<file path="src/rtl/proto245_cmd_pkg.sv">
// Shared definitions for the proto245 command parser: command words,
// parser FSM states and byte-counter width.
package proto245_cmd_pkg;

    localparam int unsigned CMD_W      = 32;
    localparam int unsigned BYTE_CNT_W = 2;

    localparam logic [CMD_W-1:0] CMD_TEST     = 32'hBADC_0FFE;
    localparam logic [CMD_W-1:0] CMD_LED0_ON  = 32'h0017_11ED;
    localparam logic [CMD_W-1:0] CMD_LED0_OFF = 32'h00FF_11ED;

    // IDLE: nothing held; COLLECT: partial word held; DECODE: word just completed
    typedef enum logic [1:0] {
        ST_IDLE    = 2'd0,
        ST_COLLECT = 2'd1,
        ST_DECODE  = 2'd2
    } state_t;

endpackage

</file>
<file path="src/rtl/cmd_parser.sv">
// Assembles 4-byte command words (LSB first) from the proto245 RX FIFO and
// decodes them into test-start / LED0 / error actions.
//
// Ports:
//   clk, rst_n          system clock, async active-low reset
//   rxfifo_rd           registered read request to the RX FIFO
//   rxfifo_data/valid   RX byte and its qualifier
//   rxfifo_empty        RX FIFO empty flag
//   test_busy           TX test generator active
//   test_start          1-cycle pulse: start TX test
//   led0                LED0 state
//   cmd_err             1-cycle pulse: unknown or rejected command
//   frame_timeout       1-cycle pulse: partial word discarded after idle
//   cmd_cnt             accepted commands, wraps
//   err_cnt             errors + timeouts, saturates at 255
module cmd_parser
    import proto245_cmd_pkg::*;
#(
    parameter int unsigned DATA_W         = 8,
    parameter int unsigned TIMEOUT_CYCLES = 1024
) (
    input  logic              clk,
    input  logic              rst_n,
    output logic              rxfifo_rd,
    input  logic [DATA_W-1:0] rxfifo_data,
    input  logic              rxfifo_valid,
    input  logic              rxfifo_empty,
    input  logic              test_busy,
    output logic              test_start,
    output logic              led0,
    output logic              cmd_err,
    output logic              frame_timeout,
    output logic [15:0]       cmd_cnt,
    output logic [7:0]        err_cnt
);

    localparam int unsigned WORD_W = 4 * DATA_W;
    localparam int unsigned TMR_W  = $clog2(TIMEOUT_CYCLES + 1);
    localparam logic [TMR_W-1:0]      TMR_LAST = TMR_W'(TIMEOUT_CYCLES - 1);
    localparam logic [BYTE_CNT_W-1:0] CNT_LAST = BYTE_CNT_W'(3);

    state_t                  state_q, state_d;
    logic [BYTE_CNT_W-1:0]   byte_cnt_q, byte_cnt_d;
    logic [WORD_W-1:0]       shreg_q, shreg_d;
    logic [DATA_W-1:0]       skid_data_q, skid_data_d;
    logic                    skid_vld_q, skid_vld_d;
    logic [TMR_W-1:0]        timer_q, timer_d;

    logic                    rxfifo_rd_d;
    logic                    test_start_d;
    logic                    led0_d;
    logic                    cmd_err_d;
    logic                    frame_timeout_d;
    logic [15:0]             cmd_cnt_d;
    logic [7:0]              err_cnt_d;

    // Word as it will look once the current byte is shifted in (MSB side)
    logic [WORD_W-1:0]       word_c;
    assign word_c = {rxfifo_data, shreg_q[WORD_W-1:DATA_W]};

    // State and output registers
    always_ff @(posedge clk or negedge rst_n) begin
        if (!rst_n) begin
            state_q       <= ST_IDLE;
            byte_cnt_q    <= '0;
            shreg_q       <= '0;
            skid_data_q   <= '0;
            skid_vld_q    <= 1'b0;
            timer_q       <= '0;
            rxfifo_rd     <= 1'b0;
            test_start    <= 1'b0;
            led0          <= 1'b0;
            cmd_err       <= 1'b0;
            frame_timeout <= 1'b0;
            cmd_cnt       <= '0;
            err_cnt       <= '0;
        end else begin
            state_q       <= state_d;
            byte_cnt_q    <= byte_cnt_d;
            shreg_q       <= shreg_d;
            skid_data_q   <= skid_data_d;
            skid_vld_q    <= skid_vld_d;
            timer_q       <= timer_d;
            rxfifo_rd     <= rxfifo_rd_d;
            test_start    <= test_start_d;
            led0          <= led0_d;
            cmd_err       <= cmd_err_d;
            frame_timeout <= frame_timeout_d;
            cmd_cnt       <= cmd_cnt_d;
            err_cnt       <= err_cnt_d;
        end
    end

    // Next-state, assembly, decode and counters
    always_comb begin
        state_d         = state_q;
        byte_cnt_d      = byte_cnt_q;
        shreg_d         = shreg_q;
        skid_data_d     = skid_data_q;
        skid_vld_d      = skid_vld_q;
        timer_d         = timer_q;
        rxfifo_rd_d     = (state_q != ST_DECODE) && !rxfifo_empty;
        test_start_d    = 1'b0;
        led0_d          = led0;
        cmd_err_d       = 1'b0;
        frame_timeout_d = 1'b0;
        cmd_cnt_d       = cmd_cnt;
        err_cnt_d       = err_cnt;

        unique case (state_q)
            ST_IDLE: begin
                timer_d = '0;
                if (rxfifo_valid) begin
                    shreg_d    = word_c;
                    byte_cnt_d = BYTE_CNT_W'(1);
                    state_d    = ST_COLLECT;
                end
            end

            ST_COLLECT: begin
                if (skid_vld_q) begin
                    // Only reached right after DECODE, so byte_cnt is 0 here
                    timer_d    = '0;
                    skid_vld_d = 1'b0;
                    if (rxfifo_valid) begin
                        shreg_d    = {rxfifo_data, skid_data_q, shreg_q[WORD_W-1:2*DATA_W]};
                        byte_cnt_d = byte_cnt_q + BYTE_CNT_W'(2);
                    end else begin
                        shreg_d    = {skid_data_q, shreg_q[WORD_W-1:DATA_W]};
                        byte_cnt_d = byte_cnt_q + BYTE_CNT_W'(1);
                    end
                end else if (rxfifo_valid) begin
                    // A byte in the expiry cycle takes priority over the timeout
                    timer_d = '0;
                    shreg_d = word_c;
                    if (byte_cnt_q == CNT_LAST) begin
                        byte_cnt_d = '0;
                        state_d    = ST_DECODE;
                        if (word_c == WORD_W'(CMD_TEST)) begin
                            if (test_busy) begin
                                cmd_err_d = 1'b1;
                            end else begin
                                test_start_d = 1'b1;
                                cmd_cnt_d    = cmd_cnt + 16'd1;
                            end
                        end else if (word_c == WORD_W'(CMD_LED0_ON)) begin
                            led0_d    = 1'b1;
                            cmd_cnt_d = cmd_cnt + 16'd1;
                        end else if (word_c == WORD_W'(CMD_LED0_OFF)) begin
                            led0_d    = 1'b0;
                            cmd_cnt_d = cmd_cnt + 16'd1;
                        end else begin
                            cmd_err_d = 1'b1;
                        end
                    end else begin
                        byte_cnt_d = byte_cnt_q + BYTE_CNT_W'(1);
                    end
                end else if (timer_q == TMR_LAST) begin
                    frame_timeout_d = 1'b1;
                    timer_d         = '0;
                    byte_cnt_d      = '0;
                    shreg_d         = '0;
                    state_d         = ST_IDLE;
                end else begin
                    timer_d = timer_q + TMR_W'(1);
                end
            end

            ST_DECODE: begin
                timer_d = '0;
                if (rxfifo_valid) begin
                    skid_data_d = rxfifo_data;
                    skid_vld_d  = 1'b1;
                    state_d     = ST_COLLECT;
                end else begin
                    state_d = ST_IDLE;
                end
            end

            default: begin
                state_d = ST_IDLE;
            end
        endcase

        if ((cmd_err_d || frame_timeout_d) && (err_cnt != 8'hFF)) begin
            err_cnt_d = err_cnt + 8'd1;
        end
    end

endmodule

</file>
<file path="config.mk">
export PLATFORM = sky130hd
export DESIGN_NAME = cmd_parser
export DESIGN_NICKNAME = d
export VERILOG_FILES = /design/src/rtl/proto245_cmd_pkg.sv /design/src/rtl/cmd_parser.sv
export SDC_FILE = /design/constraint.sdc
export NUM_CORES = 1
export LEC_CHECK = 0
export ABC_AREA = 1
export BUFFER_PORTS_ARGS = -buffer_cell sky130_fd_sc_hd__buf_2
export CAP_MARGIN = 5
export CORE_MARGIN = 3
export CORE_UTILIZATION = 55
export CTS_BUF_LIST = sky130_fd_sc_hd__clkbuf_4 sky130_fd_sc_hd__clkbuf_8 sky130_fd_sc_hd__clkbuf_16
export DETAILED_ROUTE_END_ITERATION = 8
export PLACE_DENSITY = 0.75
export SKIP_LAST_GASP = 1
export SLEW_MARGIN = 20
export SYNTH_ARGS = -nofsm -noshare
export SYNTH_HDL_FRONTEND = slang
export SYNTH_SLANG_ARGS = --single-unit
export TNS_END_PERCENT = 30
</file>
<file path="constraint.sdc">
create_clock -name clk -period 4.17 [get_ports clk]
set_input_delay 0.6255 -clock clk [delete_from_list [all_inputs] [get_ports clk]]
set_output_delay 0.6255 -clock clk [all_outputs]
set_load 0.005 [all_outputs]
</file>
==> impl_metrics.json, run 1 <==
{
  "grt_pass1_wl_um": 17400,
  "dieArea_um2": 9260,
  "final-setup-viol-count": 0,
  "fillers": 694,
  "final_cells": 736,
  "async_reset_ff_frac": 1.00,
  "crit_type": "reg -> reg",
  "cts_setup_buffers": 0,
  "final_cell_mix": "nand2_1, dfrtp_1, nor2_1",
  "netlist_area_um2": 4480,
  "synthesis.nets": 608,
  "syn_inst": 591,
  "grt_use_total": 0.238,
  "vias_per_cell": 5.51,
  "power_density_nw_per_um2": 503,
  "p_leak_nw": 2.40,
  "core_um2": 7810,
  "drive_gt1_frac": 0.167,
  "fin_nets": 646,
  "drt-initial-drc-count": 182,
  "h-tree-depth": 3,
  "ctsRootBufferMaster": "clkbuf_8",
  "setup_tns_ns": 0,
  "dp.cells": 720,
  "startpoint": "state_q[1]$_DFFE_PN0P_",
  "regArea_um2": 1930,
  "die_w_um": 96.2,
  "place.gp.congestion": 0.910,
  "rr_worst_depth": 6,
  "ys_warn_count": 0,
  "area_delta_synth_final_pct": 11.0,
  "synth.top_cell.area_share": 0.430,
  "die_y_um": 96.2,
  "hold_violations": 0,
  "max_cap_violations": 0,
  "ys_ff_latch": 77,
  "firstDrtPassIters": 5,
  "layout_commonest_cell": "nand2_1",
  "worstReg2RegEnd": "cmd_cnt[10]$_DFFE_PN0P_",
  "routedWlPerCell_um": 13.9,
  "fmax_ghz": 0.407,
  "vias": 4053,
  "critical_path_arrival_ns": 2.70,
  "numCtsBuffers": 9,
  "postCtsHoldBufs": 0,
  "worst_ep_required_time_ns": 4.41,
  "synth_top_area_cell": "dfrtp_1",
  "dp_hpwl_um": 7380,
  "worstPathMaxFanout": 13,
  "endpoint": "cmd_cnt[10]$_DFFE_PN0P_",
  "slew_viol_final": 0,
  "slew_headroom": 0.354,
  "cts_tree": "built",
  "synth-edff-count": 0,
  "avgSynthCellArea_um2": 7.57,
  "ios": 42,
  "synthDistinctLibCells": 35,
  "antenna_found_initial": 0,
  "worst_slew_pin_slew_ns": 0.968,
  "clock_sinks": 77,
  "yosysSeqAreaShare": 0.430,
  "path_clk_slew_ns": 0.08,
  "ys.flop_type": "dfrtp_1",
  "hp-class": "in -> async",
  "diodes": 0,
  "clock_latency_ns": 0.35,
  "first_global_vias": 3795,
  "cts_resized": 0,
  "synth_area_leaders": "dfrtp_1, nand2_1, nor2_1",
  "finalClockSkew_ns": 0.0103,
  "status": "completed",
  "rows": 32,
  "portBuffers": 41,
  "min_period_ns": 2.45,
  "rsz0062_at_grt": "no",
  "post-route-drc-count": 0,
  "grt_overflow": 0,
  "initial_utilization": 0.573,
  "timing.final.crit_share": 0.589,
  "cts_buffer_depth": 2,
  "cp-start-kind": "register",
  "totalWireLength_um": 10300,
  "ant_nets": 0,
  "peakVddDrop_uv": 373,
  "r2r_slack_ns": 1.72,
  "grt_max_degree": 78,
  "end_kind": "register",
  "worstReg2RegStart": "state_q[1]$_DFFE_PN0P_",
  "multi_input_area_um2": 2200
}
==> metal layers <==
metal / wire (um) / share of wire / global-route usage / up-vias
met1: 4720 / 0.46 / 0.328 / 1936
li1: - / - / - / 1992
met3: 595 / 0.058 / 0.0391 / 18
met2: 4780 / 0.47 / 0.375 / 107
met5: 0 / 0 / 0 / -
met4: 155 / 0.015 / 0.0900 / 0
==> flip-flops by register name (all words and copies together), names as in the netlist <==
register	flops
byte_cnt_q	2
test_start	1
cmd_cnt	16
cmd_err	1
led0	1
frame_timeout	1
rxfifo_rd	1
skid_vld_q	1
shreg_q	24
skid_data_q	8
err_cnt	8
timer_q	11
state_q	2
==> power breakdown <==
group	switching (mW)	internal, mW	total, mW
sequential	0.133	0.890	1.02
combinational	0.513	0.235	0.748
clock	0.274	0.454	0.728
total	0.921	1.58	2.50
==> through the flow <==
step           utilization  hold slack [ns]  cell area [um^2]  setup WS, ns  power (mW)
2_1_floorplan            -            0.330              4480          2.27        1.64
3_3_place_gp         0.603            0.470              4710          1.66        1.75
3_5_place_dp         0.603            0.475              4710          1.55        1.78
4_1_cts              0.637            0.411              4970          1.69        2.51
5_1_grt              0.637            0.410              4970          1.47        2.66
6_report             0.637            0.410              4970          1.72        2.50
==> worst min path at each step <==
stage	start	end	slack [ns]	depth (start not counted)
after floorplan	rst_n	byte_cnt_q[0]$_DFFE_PN0P_	0.33	0
after global placement	skid_data_q[2]$_DFFE_PN0P_	skid_data_q[2]$_DFFE_PN0P_	0.47	2
after detailed placement	shreg_q[14]$_DFFE_PN0P_	shreg_q[14]$_DFFE_PN0P_	0.48	2
after CTS	rxfifo_empty	rxfifo_rd$_DFF_PN0_	0.41	2
after global routing	rxfifo_empty	rxfifo_rd$_DFF_PN0_	0.41	2
final	rst_n	err_cnt[6]$_DFFE_PN0P_	0.41	1
==> final cells by class <==
class	instances	area share
Multi-Input combinational cell	435	0.442
Sequential cell	77	0.388
Inverter	65	0.0503
Timing Repair Buffer	41	0.0418
Clock buffer	13	0.0347
Tap cell	102	0.0257
Clock inverter	3	0.0181
==> cells in the mapped netlist, types with 3 or more instances <==
cell type  number
nand2_1       161
dfrtp_1        77
nor2_1         74
inv_1          59
nand3_1        36
o21ai_0        30
nand2_2        19
o22ai_1        19
nand4_1        18
a21oi_1        15
o21ai_2        15
xor2_1         13
nor3_1         10
clkbuf_1        7
xnor2_1         7
ha_1            4
inv_2           3
==> critical path: stages (launching register included) <==
cell and delay (ns):
dfrtp_1 0.49, nor2_4 0.32, inv_2 0.17, nor2_1 0.59, nand3_1 0.51, nand2_1 0.20, nand2_1 0.06
==> kinds of logic (layout without fill, tap and decap cells) <==
logic type | after synthesis | after routing | synth area share
simple gates | 329 | 329 | 0.329
flops | 77 | 77 | 0.430
fa+ha+maj | 4 | 4 | 0.0112
compound gates | 82 | 82 | 0.111
buf+inv | 79 | 122 | 0.0791
xor+xnor | 20 | 20 | 0.0391
Note: power is estimated with default switching activity, not from simulation.
==> run 2, diff against run 1 <==
- CORE_UTILIZATION: 55 -> 54
- PLACE_DENSITY: 0.75 -> 0.77
- clock period: 4.17 -> 2.05 ns (I/O delays scaled with it)
==> impl_metrics.json, run 2 (synthesized netlist as in run 1, its figures left out) <==
{
  "status": "completed",
  "firstDrtPassIters": 5,
  "vias": 4014,
  "ios": 42,
  "post-place-ws_ns": 0.121,
  "slew_viol_final": 0,
  "antenna_found_initial": 0,
  "fin_nets": 655,
  "whs_path_depth": 2,
  "cts_buffer_depth": 2,
  "grt_use_total": 0.222,
  "path_clk_slew_ns": 0.08,
  "ctsRootBufferMaster": "clkbuf_8",
  "timing.final.crit_share": 0.917,
  "p_leak_nw": 2.42,
  "cp-start-kind": "register",
  "worstReg2RegEnd": "err_cnt[7]$_DFFE_PN0P_",
  "routedWlPerCell_um": 13.6,
  "rows": 32,
  "initial_utilization": 0.568,
  "portBuffers": 41,
  "layout_commonest_cell": "nand2_1",
  "power_density_nw_per_um2": 964,
  "grt_pass1_wl_um": 17400,
  "die_y_um": 97.1,
  "dieArea_um2": 9420,
  "cts_tree": "built",
  "final_cell_mix": "nand2_1, dfrtp_1, nor2_1",
  "peakVddDrop_uv": 705,
  "grt_max_degree": 43,
  "hold_end": "rxfifo_rd$_DFF_PN0_",
  "drive_gt1_frac": 0.176,
  "place.gp.congestion": 0.935,
  "core_um2": 7890,
  "clock_latency_ns": 0.35,
  "power_mw": 4.82,
  "setup_ws_ns": 0.170,
  "reg.largest.list": "shreg_q x24, cmd_cnt x16, timer_q x11",
  "diodes": 0,
  "min_from": "rxfifo_empty",
  "ant_nets": 0,
  "postLayoutCoreUtil": 0.633,
  "largest_register": "shreg_q",
  "hp-class": "in -> reg",
  "totalWireLength_um": 10100,
  "worst_ep_required_time_ns": 2.29,
  "min_period_ns": 1.88,
  "vias_per_cell": 5.40,
  "area_delta_synth_final_pct": 11.6,
  "startpoint": "state_q[1]$_DFFE_PN0P_",
  "hold_violations": 0,
  "clock_sinks": 77,
  "slew_headroom": 0.638,
  "final-setup-viol-count": 0,
  "worstPathMaxFanout": 12,
  "finalClockSkew_ns": 0.0155,
  "post-route-drc-count": 0,
  "max_cap_violations": 0,
  "worst_slew_pin_slew_ns": 0.542,
  "grt_overflow": 0,
  "r2r_slack_ns": 0.17,
  "numCtsBuffers": 9,
  "whs_ns": 0.115,
  "die_w_um": 97.1,
  "dp_hpwl_um": 7480,
  "end_kind": "register",
  "largest_reg_flops": 24,
  "first_global_vias": 3861,
  "crit_type": "reg -> reg",
  "drt-initial-drc-count": 166,
  "worstReg2RegStart": "state_q[1]$_DFFE_PN0P_",
  "fmax_ghz": 0.532,
  "critical_path_arrival_ns": 2.12,
  "h-tree-depth": 3,
  "rr_worst_depth": 9
}
==> run 2: cell count changes in the layout (fill, tap and decap cells not counted), sizes merged <==
cell / previous run / this run
buf: 41 / 49
clkbuf: 13 / 10
bufinv: 3 / 1
clkinv: 3 / 5
clkinvlp: 0 / 1
dlygate4sd3: 0 / 1
inv: 62 / 63
==> run 2: area by class of cell <==
type | instances | area (um^2)
Tap cell | 102 | 128
Clock inverter | 5 | 60.1
Multi-Input combinational cell | 435 | 2200
Fill cell | 674 | 2890
Timing Repair Buffer | 50 | 290
Clock buffer | 10 | 138
Sequential cell | 77 | 1930
Inverter | 65 | 250
==> run 2: timing repair <==
action,CTS,global route
resized for setup,0,1
endpoints found under the setup margin,0,9
hold endpoints to repair,35,0
buffers inserted,0,0
hold buffers,1,0
==> run 2: power by group <==
group	switching, mW	internal [mW]	total [mW]
clock network	0.583	0.594	1.18
logic	1.04	0.524	1.56
registers	0.268	1.81	2.08
==> run 2: layer usage <==
layer  global-route usage  vias to the layer above  wire, um
li1                     -                     2000         -
met1                0.304                     1868      4600
met2                0.360                      125      4690
met3               0.0330                       21       580
met4               0.0810                        0       220
met5                    0                        -         0
==> run 2: worst max-delay path, stage by stage, from the launching register on <==
cell     delay [ns]
dfrtp_1        0.47
nor2_4         0.15
buf_4          0.19
nand2_1        0.10
nor3_4         0.19
nand3_1        0.18
nand2_2        0.20
nand2_2        0.15
nand2_1        0.10
nand2_1        0.05
==> run 2: worst max-delay path by stage <==
stage	end	slack (ns)
after detailed placement	err_cnt[0]$_DFFE_PN0P_	0.12
after floorplan	shreg_q[24]$_DFFE_PN0P_	0.37
after global routing	err_cnt[7]$_DFFE_PN0P_	-0.0006
after global placement	err_cnt[6]$_DFFE_PN0P_	0.19
final	err_cnt[7]$_DFFE_PN0P_	0.17
after CTS	err_cnt[7]$_DFFE_PN0P_	0.1
==> run 2: per-stage QoR <==
| stage | area, um^2 | setup TNS, ns | cells |
|---|---|---|---|
| final | 4990 | 0 | 744 |
| after global placement | 4780 | 0 | 728 |
| after global routing | 4990 | -0.000649 | 744 |
| after CTS | 4990 | 0 | 744 |
| after floorplan | 4480 | 0 | 591 |
| after detailed placement | 4780 | 0 | 728 |
==> run 3, diff against run 2 <==
- MAX_ROUTING_LAYER: not set -> met4
==> impl_metrics.json, run 3 (synthesized netlist as in run 1, its figures left out) <==
{
  "max_cap_violations": 0,
  "dieArea_um2": 9420,
  "diodes": 0,
  "vias_per_cell": 5.46,
  "r2r_slack_ns": 0.17,
  "hp-class": "in -> reg",
  "worst_path_dominant_cell_family": "simple AND/OR/NAND/NOR gates",
  "crit_slowest_cell": "dfrtp_1",
  "dp_hpwl_um": 7480,
  "worst_slew_pin_slew_ns": 0.535,
  "grt_pass1_wl_um": 17500,
  "numCtsBuffers": 9,
  "largest_register": "shreg_q",
  "cp-start-kind": "register",
  "totalWireLength_um": 10100,
  "power_density_nw_per_um2": 966,
  "die_w_um": 97.1,
  "end_kind": "register",
  "worstReg2RegEnd": "err_cnt[7]$_DFFE_PN0P_",
  "antenna_found_initial": 0,
  "min_from": "rxfifo_empty",
  "fillers": 674,
  "regArea_um2": 1930,
  "hold_end": "rxfifo_rd$_DFF_PN0_",
  "reg.largest.list": "shreg_q x24, cmd_cnt x16, timer_q x11",
  "h-tree-depth": 3,
  "ant_nets": 0,
  "clock_sinks": 77,
  "path_depth": 9,
  "finalClockSkew_ns": 0.0137,
  "grt_max_degree": 43,
  "hold_violations": 0,
  "fin_nets": 655,
  "area_delta_synth_final_pct": 11.6,
  "first_global_vias": 3865,
  "grt_overflow": 0,
  "timing.final.crit_share": 0.919,
  "peakVddDrop_uv": 711,
  "largest_reg_flops": 24,
  "initial_utilization": 0.568,
  "clock_latency_ns": 0.35,
  "slowest_delay_ns": 0.47,
  "setup_tns_ns": 0,
  "min_period_ns": 1.88,
  "die_y_um": 97.1,
  "path_clk_slew_ns": 0.08,
  "postLayoutCoreUtil": 0.633,
  "worst_ep_required_time_ns": 2.29,
  "setup_ws_ns": 0.166,
  "cts_buffer_depth": 2,
  "status": "completed",
  "fmax_ghz": 0.531,
  "whs_ns": 0.114,
  "critical_path_arrival_ns": 2.12,
  "multi_input_area_um2": 2200,
  "p_leak_nw": 2.42,
  "slew_viol_final": 0,
  "portBuffers": 41,
  "crit_type": "reg -> reg",
  "worstPathMaxFanout": 12,
  "final_cell_mix": "nand2_1, dfrtp_1, nor2_1",
  "rows": 32,
  "ios": 42,
  "post-route-drc-count": 0,
  "cts_setup_buffers": 0,
  "vias": 4061,
  "whs_path_depth": 2,
  "core_um2": 7890,
  "firstDrtPassIters": 5,
  "slew_headroom": 0.643,
  "layout_commonest_cell": "nand2_1",
  "rr_worst_depth": 9,
  "worstReg2RegStart": "state_q[1]$_DFFE_PN0P_",
  "drt-initial-drc-count": 203,
  "worstPathCellList": "nor2_4, buf_4, nand2_1, nor3_4, nand3_1, nand2_2, nand2_2, nand2_1, nand2_1",
  "cts_tree": "built",
  "final-setup-viol-count": 0,
  "place.gp.congestion": 0.952,
  "cp_num_buf_inv": 1,
  "routedWlPerCell_um": 13.6,
  "drive_gt1_frac": 0.176,
  "crit_path_frequent_cell": "nand2_1",
  "grt_use_total": 0.229,
  "post-place-ws_ns": 0.121,
  "ctsRootBufferMaster": "clkbuf_8"
}
## run 3: cell counts in the layout (fill, tap and decap cells not counted)
Identical to the previous run, type by type.
## run 3: worst max path at each step
stage	start	to	slack, ns
floorplan	state_q[1]$_DFFE_PN0P_	shreg_q[24]$_DFFE_PN0P_	0.37
global placement	state_q[1]$_DFFE_PN0P_	err_cnt[6]$_DFFE_PN0P_	0.19
detailed placement	state_q[1]$_DFFE_PN0P_	err_cnt[0]$_DFFE_PN0P_	0.12
CTS	state_q[1]$_DFFE_PN0P_	err_cnt[7]$_DFFE_PN0P_	0.1
global route	state_q[1]$_DFFE_PN0P_	err_cnt[7]$_DFFE_PN0P_	-0.0006
finish	state_q[1]$_DFFE_PN0P_	err_cnt[7]$_DFFE_PN0P_	0.17
## run 3: per-stage QoR
| stage | std cells | power, mW | cell area [um^2] |
|---|---|---|---|
| 6_report | 744 | 4.82 | 4990 |
| 3_3_place_gp | 728 | 3.59 | 4780 |
| 2_1_floorplan | 591 | 3.34 | 4480 |
| 3_5_place_dp | 728 | 3.64 | 4780 |
| 5_1_grt | 744 | 5.14 | 4990 |
| 4_1_cts | 744 | 4.82 | 4990 |
## run 3: what timing repair did
item	in CTS	in global routing
endpoints found under the setup margin	0	9
hold endpoints to repair	35	0
hold buffers	1	0
resized for setup	0	1
## run 3: cell type report
cell class                      instances  share of cell area
Multi-Input combinational cell        435               0.441
Sequential cell                        77               0.386
Timing Repair Buffer                   50              0.0581
Inverter                               65              0.0501
Clock buffer                           10              0.0276
Tap cell                              102              0.0256
Clock inverter                          5              0.0120
## run 3: where the power goes
part | switching, mW | internal (mW) | leakage (nW)
clock | 0.586 | 0.594 | 0.0987
combinational | 1.04 | 0.524 | 1.28
sequential | 0.270 | 1.81 | 1.04
total | 1.90 | 2.93 | 2.42
## run 3: worst register-to-register path, stage by stage (launching register included)
cell and delay (ns):
dfrtp_1 0.47, nor2_4 0.15, buf_4 0.19, nand2_1 0.10
nor3_4 0.19, nand3_1 0.17, nand2_2 0.20, nand2_2 0.15
nand2_1 0.10, nand2_1 0.05
## run 3: metal layers
layer / global-route usage / vias up / routed length, um
li1: - / 1999 / -
met1: 0.304 / 1895 / 4630
met2: 0.359 / 144 / 4710
met3: 0.0330 / 23 / 584
met4: 0.0832 / 0 / 216
met5: - / - / 0
